## src/rtl/sp_ram_arbiter_if.sv

```systemverilog
// Bus bundle between the two RAM masters, the arbiter and the single-port RAM.
// The slave modport is the arbiter's view; the master modport is the environment's view.
interface sp_ram_arbiter_if #(
    parameter int ADDR_WIDTH = 15,
    parameter int DATA_WIDTH = 32
);
    localparam int BE_WIDTH = DATA_WIDTH / 8;

    logic                  p0_req_i;
    logic                  p0_gnt_o;
    logic [ADDR_WIDTH-1:0] p0_addr_i;
    logic                  p0_we_i;
    logic [BE_WIDTH-1:0]   p0_be_i;
    logic [DATA_WIDTH-1:0] p0_wdata_i;
    logic                  p0_rvalid_o;
    logic [DATA_WIDTH-1:0] p0_rdata_o;

    logic                  p1_req_i;
    logic                  p1_gnt_o;
    logic [ADDR_WIDTH-1:0] p1_addr_i;
    logic                  p1_we_i;
    logic [BE_WIDTH-1:0]   p1_be_i;
    logic [DATA_WIDTH-1:0] p1_wdata_i;
    logic                  p1_rvalid_o;
    logic [DATA_WIDTH-1:0] p1_rdata_o;

    logic                  ram_en_o;
    logic [ADDR_WIDTH-1:0] ram_addr_o;
    logic                  ram_we_o;
    logic [BE_WIDTH-1:0]   ram_be_o;
    logic [DATA_WIDTH-1:0] ram_wdata_o;
    logic [DATA_WIDTH-1:0] ram_rdata_i;

    modport slave (
        input  p0_req_i, p0_addr_i, p0_we_i, p0_be_i, p0_wdata_i,
        output p0_gnt_o, p0_rvalid_o, p0_rdata_o,
        input  p1_req_i, p1_addr_i, p1_we_i, p1_be_i, p1_wdata_i,
        output p1_gnt_o, p1_rvalid_o, p1_rdata_o,
        output ram_en_o, ram_addr_o, ram_we_o, ram_be_o, ram_wdata_o,
        input  ram_rdata_i
    );

    modport master (
        output p0_req_i, p0_addr_i, p0_we_i, p0_be_i, p0_wdata_i,
        input  p0_gnt_o, p0_rvalid_o, p0_rdata_o,
        output p1_req_i, p1_addr_i, p1_we_i, p1_be_i, p1_wdata_i,
        input  p1_gnt_o, p1_rvalid_o, p1_rdata_o,
        input  ram_en_o, ram_addr_o, ram_we_o, ram_be_o, ram_wdata_o,
        output ram_rdata_i
    );
endinterface

```

## src/rtl/sp_ram_arbiter.sv

```systemverilog
// Shares one single-port RAM between a fixed-priority data port (p0) and an
// instruction port (p1) whose starvation guard forces a grant after STARVE_LIMIT denials.
module sp_ram_arbiter #(
    parameter int ADDR_WIDTH   = 15,
    parameter int DATA_WIDTH   = 32,
    parameter int STARVE_LIMIT = 4
) (
    input logic                 clk,
    input logic                 rst_i,
    sp_ram_arbiter_if.slave     bus
);
    localparam int CNT_WIDTH = $clog2(STARVE_LIMIT + 1);
    localparam logic [CNT_WIDTH-1:0] CNT_MAX = CNT_WIDTH'(STARVE_LIMIT);

    logic [CNT_WIDTH-1:0] starve_cnt;
    logic                 prio1;
    logic                 p0_gnt;
    logic                 p1_gnt;
    logic                 rvalid_q;
    logic                 resp_sel_q;

    assign prio1  = (starve_cnt == CNT_MAX);
    assign p1_gnt = bus.p1_req_i & (~bus.p0_req_i | prio1);
    assign p0_gnt = bus.p0_req_i & ~p1_gnt;

    assign bus.p0_gnt_o = p0_gnt;
    assign bus.p1_gnt_o = p1_gnt;

    // NOTE: every output gets a default first so no path through this block infers a latch.
    always_comb begin
        bus.ram_en_o    = 1'b0;
        bus.ram_addr_o  = '0;
        bus.ram_we_o    = 1'b0;
        bus.ram_be_o    = '0;
        bus.ram_wdata_o = '0;
        if (p1_gnt) begin
            bus.ram_en_o    = 1'b1;
            bus.ram_addr_o  = bus.p1_addr_i;
            bus.ram_we_o    = bus.p1_we_i;
            bus.ram_be_o    = bus.p1_be_i;
            bus.ram_wdata_o = bus.p1_wdata_i;
        end else if (p0_gnt) begin
            bus.ram_en_o    = 1'b1;
            bus.ram_addr_o  = bus.p0_addr_i;
            bus.ram_we_o    = bus.p0_we_i;
            bus.ram_be_o    = bus.p0_be_i;
            bus.ram_wdata_o = bus.p0_wdata_i;
        end
    end

    // NOTE: registered state uses non-blocking assignments so all flops see pre-edge values.
    always_ff @(posedge clk or posedge rst_i) begin
        if (rst_i) begin
            starve_cnt <= '0;
        end else if (bus.p1_req_i & ~p1_gnt) begin
            if (starve_cnt != CNT_MAX) begin
                starve_cnt <= starve_cnt + CNT_WIDTH'(1);
            end
        end else begin
            starve_cnt <= '0;
        end
    end

    // Response follows the grant by exactly the RAM's one-cycle read latency.
    always_ff @(posedge clk or posedge rst_i) begin
        if (rst_i) begin
            rvalid_q   <= 1'b0;
            resp_sel_q <= 1'b0;
        end else begin
            rvalid_q   <= p0_gnt | p1_gnt;
            resp_sel_q <= p1_gnt;
        end
    end

    assign bus.p0_rvalid_o = rvalid_q & ~resp_sel_q;
    assign bus.p1_rvalid_o = rvalid_q & resp_sel_q;
    assign bus.p0_rdata_o  = bus.p0_rvalid_o ? bus.ram_rdata_i : '0;
    assign bus.p1_rdata_o  = bus.p1_rvalid_o ? bus.ram_rdata_i : '0;
endmodule

```

## src/flat_wrapper.sv

```systemverilog
// flat-port wrapper written by rule: the top's interface ports become plain ports
module sp_ram_arbiter_flat 
#(
    parameter int ADDR_WIDTH   = 15,
    parameter int DATA_WIDTH   = 32,
    parameter int STARVE_LIMIT = 4
)
  (clk, rst_i, bus_p0_req_i, bus_p0_addr_i, bus_p0_we_i, bus_p0_be_i, bus_p0_wdata_i, bus_p0_gnt_o, bus_p0_rvalid_o, bus_p0_rdata_o, bus_p1_req_i, bus_p1_addr_i, bus_p1_we_i, bus_p1_be_i, bus_p1_wdata_i, bus_p1_gnt_o, bus_p1_rvalid_o, bus_p1_rdata_o, bus_ram_en_o, bus_ram_addr_o, bus_ram_we_o, bus_ram_be_o, bus_ram_wdata_o, bus_ram_rdata_i);
  sp_ram_arbiter_if #(.ADDR_WIDTH(ADDR_WIDTH), .DATA_WIDTH(DATA_WIDTH)) bus_i ();
  input logic clk;
  input logic rst_i;
  input wire logic [$bits(bus_i.p0_req_i)-1:0] bus_p0_req_i;
  input wire logic [$bits(bus_i.p0_addr_i)-1:0] bus_p0_addr_i;
  input wire logic [$bits(bus_i.p0_we_i)-1:0] bus_p0_we_i;
  input wire logic [$bits(bus_i.p0_be_i)-1:0] bus_p0_be_i;
  input wire logic [$bits(bus_i.p0_wdata_i)-1:0] bus_p0_wdata_i;
  output wire logic [$bits(bus_i.p0_gnt_o)-1:0] bus_p0_gnt_o;
  output wire logic [$bits(bus_i.p0_rvalid_o)-1:0] bus_p0_rvalid_o;
  output wire logic [$bits(bus_i.p0_rdata_o)-1:0] bus_p0_rdata_o;
  input wire logic [$bits(bus_i.p1_req_i)-1:0] bus_p1_req_i;
  input wire logic [$bits(bus_i.p1_addr_i)-1:0] bus_p1_addr_i;
  input wire logic [$bits(bus_i.p1_we_i)-1:0] bus_p1_we_i;
  input wire logic [$bits(bus_i.p1_be_i)-1:0] bus_p1_be_i;
  input wire logic [$bits(bus_i.p1_wdata_i)-1:0] bus_p1_wdata_i;
  output wire logic [$bits(bus_i.p1_gnt_o)-1:0] bus_p1_gnt_o;
  output wire logic [$bits(bus_i.p1_rvalid_o)-1:0] bus_p1_rvalid_o;
  output wire logic [$bits(bus_i.p1_rdata_o)-1:0] bus_p1_rdata_o;
  output wire logic [$bits(bus_i.ram_en_o)-1:0] bus_ram_en_o;
  output wire logic [$bits(bus_i.ram_addr_o)-1:0] bus_ram_addr_o;
  output wire logic [$bits(bus_i.ram_we_o)-1:0] bus_ram_we_o;
  output wire logic [$bits(bus_i.ram_be_o)-1:0] bus_ram_be_o;
  output wire logic [$bits(bus_i.ram_wdata_o)-1:0] bus_ram_wdata_o;
  input wire logic [$bits(bus_i.ram_rdata_i)-1:0] bus_ram_rdata_i;
  assign bus_i.p0_req_i = bus_p0_req_i;
  assign bus_i.p0_addr_i = bus_p0_addr_i;
  assign bus_i.p0_we_i = bus_p0_we_i;
  assign bus_i.p0_be_i = bus_p0_be_i;
  assign bus_i.p0_wdata_i = bus_p0_wdata_i;
  assign bus_p0_gnt_o = bus_i.p0_gnt_o;
  assign bus_p0_rvalid_o = bus_i.p0_rvalid_o;
  assign bus_p0_rdata_o = bus_i.p0_rdata_o;
  assign bus_i.p1_req_i = bus_p1_req_i;
  assign bus_i.p1_addr_i = bus_p1_addr_i;
  assign bus_i.p1_we_i = bus_p1_we_i;
  assign bus_i.p1_be_i = bus_p1_be_i;
  assign bus_i.p1_wdata_i = bus_p1_wdata_i;
  assign bus_p1_gnt_o = bus_i.p1_gnt_o;
  assign bus_p1_rvalid_o = bus_i.p1_rvalid_o;
  assign bus_p1_rdata_o = bus_i.p1_rdata_o;
  assign bus_ram_en_o = bus_i.ram_en_o;
  assign bus_ram_addr_o = bus_i.ram_addr_o;
  assign bus_ram_we_o = bus_i.ram_we_o;
  assign bus_ram_be_o = bus_i.ram_be_o;
  assign bus_ram_wdata_o = bus_i.ram_wdata_o;
  assign bus_i.ram_rdata_i = bus_ram_rdata_i;
  sp_ram_arbiter #(.ADDR_WIDTH(ADDR_WIDTH), .DATA_WIDTH(DATA_WIDTH), .STARVE_LIMIT(STARVE_LIMIT)) u_core (.clk(clk), .rst_i(rst_i), .bus(bus_i));
endmodule
```

## config.mk

```make
export PLATFORM = sky130hd
export DESIGN_NAME = sp_ram_arbiter_flat
export DESIGN_NICKNAME = d
export VERILOG_FILES = /design/src/rtl/sp_ram_arbiter_if.sv /design/src/rtl/sp_ram_arbiter.sv /design/src/flat_wrapper.sv
export SDC_FILE = /design/constraint.sdc
export NUM_CORES = 1
export LEC_CHECK = 0
export ABC_CLOCK_PERIOD_IN_PS = 2700
export CAP_MARGIN = 30
export CORE_AREA = 3 3 100 102
export DETAILED_ROUTE_END_ITERATION = 7
export DIE_AREA = 0 0 103 105
export PLACE_DENSITY = 0.74
export SYNTH_ARGS = -nofsm -noshare
export SYNTH_HDL_FRONTEND = slang
export SYNTH_SLANG_ARGS = --single-unit
```

## constraint.sdc

```tcl
create_clock -name clk -period 2.7 [get_ports clk]
set_input_delay 0.405 -clock clk [delete_from_list [all_inputs] [get_ports clk]]
set_output_delay 0.405 -clock clk [all_outputs]
set_load 0.03 [all_outputs]
```

# Word level (Yosys, flattened, before mapping)
# Cells that the tools add are included.
[op_classes]
add_sub_neg = 1
eq_ne = 3
muxes = 14
bitwise_logic = 10
[ops]
columns = ["operator", "count"]
rows = [
  ["32-bit 2-to-1 mux", 4],
  ["15-bit 2-to-1 mux", 2],
  ["4-bit 2-to-1 mux", 2],
  ["3-bit 2-to-1 mux", 2],
  ["1-bit bitwise AND", 5],
  ["1-bit 2-to-1 mux", 4],
  ["3-bit by 1-bit adder with 3-bit output, second input constant", 1],
  ["3-bit equality test, second input constant", 1],
  ["3-bit != test, second input constant", 1],
  ["1-bit NOT", 3],
  ["2-bit != test, second input constant", 1],
  ["1-bit OR", 2],
]
[word_totals]
reg_bits = 5
in_bits = 140
output_inout_bits = 121

# Depth between registers and ports, before layout
# Gate-level depths: netlist of the first run.
[depth]
ltp_word = 7
depth_mapped = 6
depth_no_buf = 4

# Worst setup path after synthesis of the first run
# No wires, ideal clock.
[synth_path]
kind = "register to output"
start = "register u_core.starve_cnt[0]"
end = "output port bus_ram_addr_o[0]"
t_arrival_ns = 1.560
t_required_ns = 2.295
path_slack_ns = 0.735
stages_incl_launch_ff = 7
n_path_buf = 2
cell_sequence = "dfrtp_1 inv_1 ha_1 and3_1 buf_4 buf_4 o22ai_1"
[synth_via]
elab_chain_cells = 7
[synth_rtl]
columns = ["item", "line_no", "text"]
rows = [
  ["start, declared", "sp_ram_arbiter.sv:15", "logic [CNT_WIDTH-1:0] starve_cnt;"],
  ["start signal, assigned", "sp_ram_arbiter.sv:57", "starve_cnt <= starve_cnt + CNT_WIDTH'(1);"],
  ["3-bit equality test *", "sp_ram_arbiter.sv:22", "assign prio1 = (starve_cnt == CNT_MAX);"],
  ["1-bit OR *", "sp_ram_arbiter.sv:23", "assign p1_gnt = bus.p1_req_i & (~bus.p0_req_i | prio1);"],
  ["1-bit bitwise AND *", "sp_ram_arbiter.sv:23", ""],
  ["1-bit NOT", "sp_ram_arbiter.sv:24", "assign p0_gnt = bus.p0_req_i & ~p1_gnt;"],
  ["1-bit bitwise AND", "sp_ram_arbiter.sv:24", ""],
  ["15-bit 2-to-1 mux", "sp_ram_arbiter.sv:42", "end else if (p0_gnt) begin"],
  ["15-bit 2-to-1 mux *", "sp_ram_arbiter.sv:36", "if (p1_gnt) begin"],
  ["end, declared", "flat_wrapper.sv:29", "output wire logic [$bits(bus_i.ram_addr_o)-1:0] bus_ram_addr_o;"],
]
# Every way passes the cells marked *; elsewhere a longest branch is shown, timed or not.

# Final worst setup path of the first run
[layout_path]
start = "register u_core.starve_cnt[0]"
end = "output port bus_ram_addr_o[9]"
# Same word-level chain as after synthesis.

==> summary.txt, run 1 <==
outcome - completed
GRT Total Usage - 16.6%
Iter 0 DRT Violations - 68
worst skew pair latency - 0.22 ns
Worst-path clk slew - 0.04 ns
DRT antenna net count - 0
largest net degree at the start of global routing - 46
fill cell count - 912
Core ar. - 9200 um2
Port Buffers - 260
CTS tree - built
CTS Buf Count - 3
Unique masters post-synth - 19
Layout Area Growth over Synthesis - 177%
Ys Warns - 0
unrepaired setup endpoints after global routing - no
clock skew - 0.00205 ns
Leak - 1.95 nW
sequential fraction of the synthesis area - 8.10%
Overflow after GRT - 0
Max Cap Viol - 0
Worst IR Drop VDD - 0.106 mV
cells after synthesis - 276
root buf cell - clkbuf_8
vias post-DR - 2912
CP startpoint kind - flip-flop
initial antenna violation count - 1
Hold/Removal Path Class - input port to async pin
routability congestion estimate - 0.854
fin crit share - 96.6%
first-pass GRT wire length - 14.3 mm
Chip Height - 105 um
vias per inst - 4.62
n_diodes - 0
Die Wd - 103 um
clock tree buffer depth - 2
Nets - 662
top-level I/O count - 261
mean area per synthesized cell - 5.59 um2
Die Footprint - 10800 um2
layout cell share with drive strength beyond 1 - 5.20%
Final Hold Fails - 0
Slew HR - 59.3%
clk sink count - 5
Net Count, Synth - 418
power per cell area - 251 nW/um2
final slew viol count - 0
crit end category - primary output
finished layout cell area - 4280 um2
main area contributors after synthesis - nand2_1 (26%), o22ai_1 (21%), and2_1 (13%), and3_1 (13%), dfrtp_1 (8.1%)
DPL Wire Length - 8.21 mm
row cnt - 35
Final min period - 2.61 ns
Pre-Repair DR Iteration Count - 4
final setup vio count - 0
Initial Util - 16.8%
drt drc - 0
critical path type - flip-flop to primary output
mapped cell area - 1540 um2
setup_tns - 0 ns
post-synth top area share - 25.5%
Setup Fix Bufs, Post-CTS - 0
Arr. time, crit path - 2.20 ns
Routed WL - 9.73 mm
wire per inst - 15.4 um
Util after Layout - 46.6%
Worst Path Required - 2.30 ns
Crit Path Max Fanout - 20
Synth Register Bits - 5
Fmax - 383 MHz
vias in the first global route - 2843
Hold-fix buffers, CTS - 0
top cell type by total area after synthesis - nand2_1
Post-Place Cell Area - 4210 um2
Worst-Margin Slew - 0.610 ns
Max H-tree Level - 1
-- logic make-up (layout without fill, tap and decap cells) --
| group | Yosys count | count (layout) | synth area share, % |
|---|---|---|---|
| adder cells (fa/ha/maj) | 2 | 2 | 1.62 |
| AO/OA/AOI/OAI | 56 | 56 | 23.1 |
| AND/OR/NAND/NOR | 177 | 177 | 55.3 |
| flip-flops | 5 | 5 | 8.10 |
| buffers and inverters | 36 | 279 | 11.8 |
-- Yosys cell counts --
master,n
a211oi_1,2
a21boi_2,1
a21oi_1,1
and2_1,33
and3_1,33
buf_2,14
buf_4,6
buf_6,1
clkbuf_1,11
dfrtp_1,5
ha_1,2
inv_1,4
nand2_1,105
nand2b_1,1
nor2b_1,2
nor2b_4,1
o22ai_1,52
or2_2,1
or3b_1,1
-- layout by cell type, fill, tap and decap left out, drive strengths merged --
cell type	n
or2	1
and3	33
nand2	105
ha	2
buf	20
a21oi	1
dlymetal6s2s	13
clkbuf	4
a21boi	1
nand2b	1
a211oi	2
dfrtp	5
clkdlybuf4s50	238
o22ai	52
inv	4
nor2b	3
or3b	1
and2	33
-- final timing paths --
check                                            startpoint                               end  slack [ns]  cells past startpoint
min in group clk           u_core.starve_cnt[0]$_DFFE_PP0P_  u_core.starve_cnt[0]$_DFFE_PP0P_        0.47                      1
hold / removal                                        rst_i         u_core.rvalid_q$_DFF_PP0_        0.42                      2
setup reg to reg           u_core.starve_cnt[0]$_DFFE_PP0P_       u_core.resp_sel_q$_DFF_PP0_        1.34                      5
hold reg to reg            u_core.starve_cnt[0]$_DFFE_PP0P_  u_core.starve_cnt[0]$_DFFE_PP0P_        0.47                      1
setup / recovery           u_core.starve_cnt[0]$_DFFE_PP0P_                 bus_ram_addr_o[9]        0.09                      6
max in group asynchronous                             rst_i  u_core.starve_cnt[1]$_DFFE_PP0P_        2.11                      2
-- layout make-up --
type                            count  area (um2)  share of cell area (%)
Clock buffer                        4        45.0                    1.05
Inverter                            4        15.0                   0.350
Multi-Input combinational cell    235        1240                    29.1
Sequential cell                     5         125                    2.92
Tap cell                          111         139                    3.24
Timing Repair Buffer              271        2720                    63.4
-- power breakdown --
| group | switching [mW] | internal, mW | total [mW] |
|---|---|---|---|
| Combinational | 0.425 | 0.433 | 0.857 |
| Clock | 0.0348 | 0.101 | 0.136 |
| Sequential | 0.00592 | 0.0783 | 0.0842 |
| Total | 0.465 | 0.612 | 1.08 |
-- repair_timing --
action,4_1_cts,5_1_grt
resized for setup,0,13
endpoints found under the setup margin,0,13
endpoints found under the hold margin,0,0
-- layer usage --
| layer | up-vias | wire length, um | track usage, % |
|---|---|---|---|
| met2 | 173 | 5110 | 31.6 |
| met1 | 1292 | 3270 | 16.4 |
| met3 | 18 | 1030 | 4.87 |
| li1 | 1427 | - | - |
| met4 | 2 | 312 | 6.11 |
| met5 | - | 7 | 0 |
-- through the flow --
stage / hold slack (ns) / worst slack (ns) / power, mW / std cells
after floorplan: 0.184 / 0.735 / 0.485 / 276
after global placement: 0.453 / 0.336 / 0.940 / 626
after detailed placement: 0.464 / 0.274 / 0.949 / 626
after CTS: 0.426 / 0.0353 / 1.09 / 630
after global routing: 0.422 / 0.00910 / 1.14 / 630
final: 0.415 / 0.0910 / 1.08 / 630
-- registers in the layout, summed over array words and instances (netlist names) --
register and cells:
u_core.starve_cnt 3, u_core.rvalid_q 1, u_core.resp_sel_q 1
-- worst max-delay path: stages (launching register included) --
cell and delay [ns]:
dfrtp_1 0.37, inv_1 0.06, ha_1 0.27, and3_2 0.24, buf_4 0.21, o22ai_1 0.14
clkdlybuf4s50_1 0.69
(Power assumes the default switching activity.)
==> run 2, diff against run 1 <==
- ABC_AREA: default -> 1
- CORE_AREA: 3 3 100 102 -> 3 3 99 101
- DIE_AREA: 0 0 103 105 -> 0 0 102 104
- PLACE_DENSITY: 0.74 -> 0.73
==> run 2 against run 1 <==
Area after synthesis down 11%; non-clock buffer count shrank 5; critical endpoint is now bus_p0_rdata_o[29]; wire length down 13%; design area shrank 5.9%; core utilization is 2.3 points lower; first-iteration DRC count rose by 2.9%; synthesized cell count up 9.1%; combinational power decreased by 2%; clock power is 3% higher; die area down 1.9%.
==> summary.txt, run 2 <==
CP startpoint kind - flip-flop
largest stage delay on the critical path - 0.70 ns (about the same)
finished layout cell area - 4030 um2 (-5.9%)
commonest non-fill, non-tap cells in the layout - clkdlybuf4s50_1 (205), nand2_1 (107), nor2_1 (66)
vias in the first global route - 2659 (-6.5%)
Top Registers - u_core.starve_cnt x3, u_core.resp_sel_q x1, u_core.rvalid_q x1
met3 WL - 1.08 mm (+4.3%)
Hold/Removal Path Class - input port to async pin
Net Count, Synth - 443 (+6.0%)
Worst-path clk slew - 0.04 ns (about the same)
Max Cap Viol - 0 (unchanged)
clk sink count - 5 (unchanged)
Setup Fix Bufs, Post-CTS - 0 (unchanged)
CTS Buf Count - 3 (unchanged)
Worst Path Required - 2.30 ns (about the same)
GRT Total Usage - 14.4% (-2.2 points)
WL met1 - 3.06 mm (-6.5%)
Reg2Reg Setup Slack - 1.54 ns (+0.20 ns)
Pre-Repair DR Iteration Count - 5 (+1)
Overflow after GRT - 0 (unchanged)
Core ar. - 9110 um2 (-0.95%)
mapped cell area - 1380 um2 (-11%)
Ys Warns - 0 (unchanged)
power per cell area - 263 nW/um2 (+4.4%)
Nets - 692 (+4.5%)
post-synth top area share - 29.1% (+3.6 points)
first-pass GRT wire length - 12.6 mm (-12%)
Routed WL - 8.47 mm (-13%)
Chip Height - 104 um (-0.95%)
slowest CP cell - clkdlybuf4s50_1
r2r worst-path depth - 5 (unchanged)
n_diodes - 0 (unchanged)
clock tree buffer depth - 2 (unchanged)
layout cell share with drive strength beyond 1 - 12.4% (+7.2 points)
highest metal used - met4
row cnt - 35 (unchanged)
Worst IR Drop VDD - 0.179 mV (+68%)
Synth Register Bits - 5 (unchanged)
Worst-Margin Slew - 0.492 ns (-0.118 ns)
vias per inst - 4.18 (-9.6%)
Initial Util - 15.1% (-1.7 points)
outcome - completed
DPL Wire Length - 7.26 mm (-12%)
vias post-DR - 2759 (-5.3%)
Post-Place Cell Area - 3990 um2 (-5.2%)
most common cell in the netlist - nand2_1
max reg flops - 3 (unchanged)
wire per inst - 12.8 um (-17%)
Crit Path Max Fanout - 32 (+60%)
top-level I/O count - 261 (unchanged)
ys flop type - dfrtp_1
worst setup path start - u_core.resp_sel_q$_DFF_PP0_
drt drc - 0 (unchanged)
Arr. time, crit path - 1.91 ns (-0.29 ns)
met2 wire length - 4.23 mm (-17%)
Layout Area Growth over Synthesis - 192%
initial antenna violation count - 0 (-1)
Iter 0 DRT Violations - 70 (+2.9%)
final hold slack - 0.383 ns (-0.0325 ns)
Critical R2R Launch - u_core.starve_cnt[0]$_DFFE_PP0P_
Die Footprint - 10600 um2 (-1.9%)
fin crit share - 85.6% (-11 points)
top cell type by total area after synthesis - nand2_1
DRT antenna net count - 0 (unchanged)
clock skew - 0.00296 ns (+0.000906 ns)
most used cell, CP - nor2_1
root buf cell - clkbuf_8
critical path type - flip-flop to primary output
unrepaired setup endpoints after global routing - no
Resize count post-CTS - 0 (unchanged)
top cells by count, synth - nand2_1 (107), nor2_1 (66), nand3_1 (52)
placed cell count - 656 (+4.8%)
reg2reg end - u_core.resp_sel_q$_DFF_PP0_
mean area per synthesized cell - 4.58 um2 (-18%)
worst skew pair latency - 0.22 ns (about the same)
Hold-fix buffers, CTS - 0 (unchanged)
Final min period - 2.31 ns (-0.296 ns)
crit end category - primary output
CTS tree - built
final setup vio count - 0 (unchanged)
Fmax - 432 MHz (+13%)
sequential fraction of the synthesis area - 9.07% (+0.97 points)
Synth async-reset ratio - 100% (unchanged)
Top reg by flops - u_core.starve_cnt
Unique masters post-synth - 15 (-4)
Die Wd - 102 um (-0.97%)
setup_tns - 0 ns (unchanged)
main area contributors after synthesis - nand2_1 (29%), nand3_1 (19%), nor2_1 (18%), inv_1 (11%), dfrtp_1 (9.1%)
Slew HR - 67.2% (+7.9 points)
routability congestion estimate - 0.860 (+0.71%)
Final Hold Fails - 0 (unchanged)
largest net degree at the start of global routing - 52 (+13%)
final slew viol count - 0 (unchanged)
crit-path cells - nor2_1 > inv_1 > buf_4 > nor2_1 > clkdlybuf4s50_1
count of flip-flops with a built-in enable after synthesis - 0 (unchanged)
commonest non-fill, non-tap cell in the layout - clkdlybuf4s50_1
Leak - 2.02 nW (+3.4%)
Layout Cells excl Fill - 660 (+4.8%)
cells after synthesis - 301 (+9.1%)
Port Buffers - 260 (unchanged)
Max H-tree Level - 1 (unchanged)
==> run 2: changes by cell type after synthesis, sizes merged, moves of 6 or more <==
cell	before	now
buf	21	15
o22ai	52	0
nor2	0	66
nand3	0	52
and3	33	0
and2	33	0
inv	4	40
==> run 2: cell type report <==
type                            instances  area, um2
Fill cell                             936       5080
Sequential cell                         5        125
Timing Repair Buffer                  266       2580
Multi-Input combinational cell        234        990
Inverter                               40        150
Clock inverter                          1       5.00
Clock buffer                            3       41.3
Tap cell                              111        139
==> run 2: how the worst max path moves through the flow <==
| stage | end | slack [ns] | cells past startpoint |
|---|---|---|---|
| 4_1_cts | bus_p0_rdata_o[29] | 0.34 | 5 |
| 6_report | bus_p0_rdata_o[29] | 0.39 | 5 |
| 3_5_place_dp | bus_ram_en_o | 0.50 | 4 |
| 3_3_place_gp | bus_ram_en_o | 0.50 | 4 |
| 5_1_grt | bus_p0_rdata_o[12] | 0.22 | 6 |
| 2_1_floorplan | bus_p0_rdata_o[10] | 0.66 | 4 |
==> run 2: logic make-up after synthesis <==
kind of cell	share of synthesized area, %
and+or+nand+nor	68.1
AOI/OAI and AO/OA	1.18
buffers and inverters	19.1
adders and majority gates	1.81
xor gates and xnor gates	0.635
DFF	9.07
==> run 2: critical path: cells and delay by family (launching register included) <==
kind / cells / cell delay, ns
and+or+nand+nor: 2 / 0.32
DFF: 1 / 0.37
buffers and inverters: 3 / 0.99
==> run 2: power breakdown <==
group	internal, mW	total (mW)	switching, mW
registers	0.0783	0.0801	0.00179
clock network	0.0994	0.140	0.0408
logic	0.402	0.839	0.436
==> run 2: per-stage QoR <==
stage	power [mW]	util, %	worst slack [ns]
floorplan	0.473	-	0.657
global placement	0.920	43.8	0.498
detailed placement	0.927	43.8	0.505
CTS	1.07	44.3	0.335
global route	1.12	44.3	0.224
finish	1.06	44.3	0.388
==> run 2: per-layer routing <==
metal  global-route usage [%]  vias to the layer above
li1                         -                     1393
met3                     5.03                       10
met5                        0                        -
met2                     27.8                      176
met1                     14.4                     1180
met4                     3.28                        0
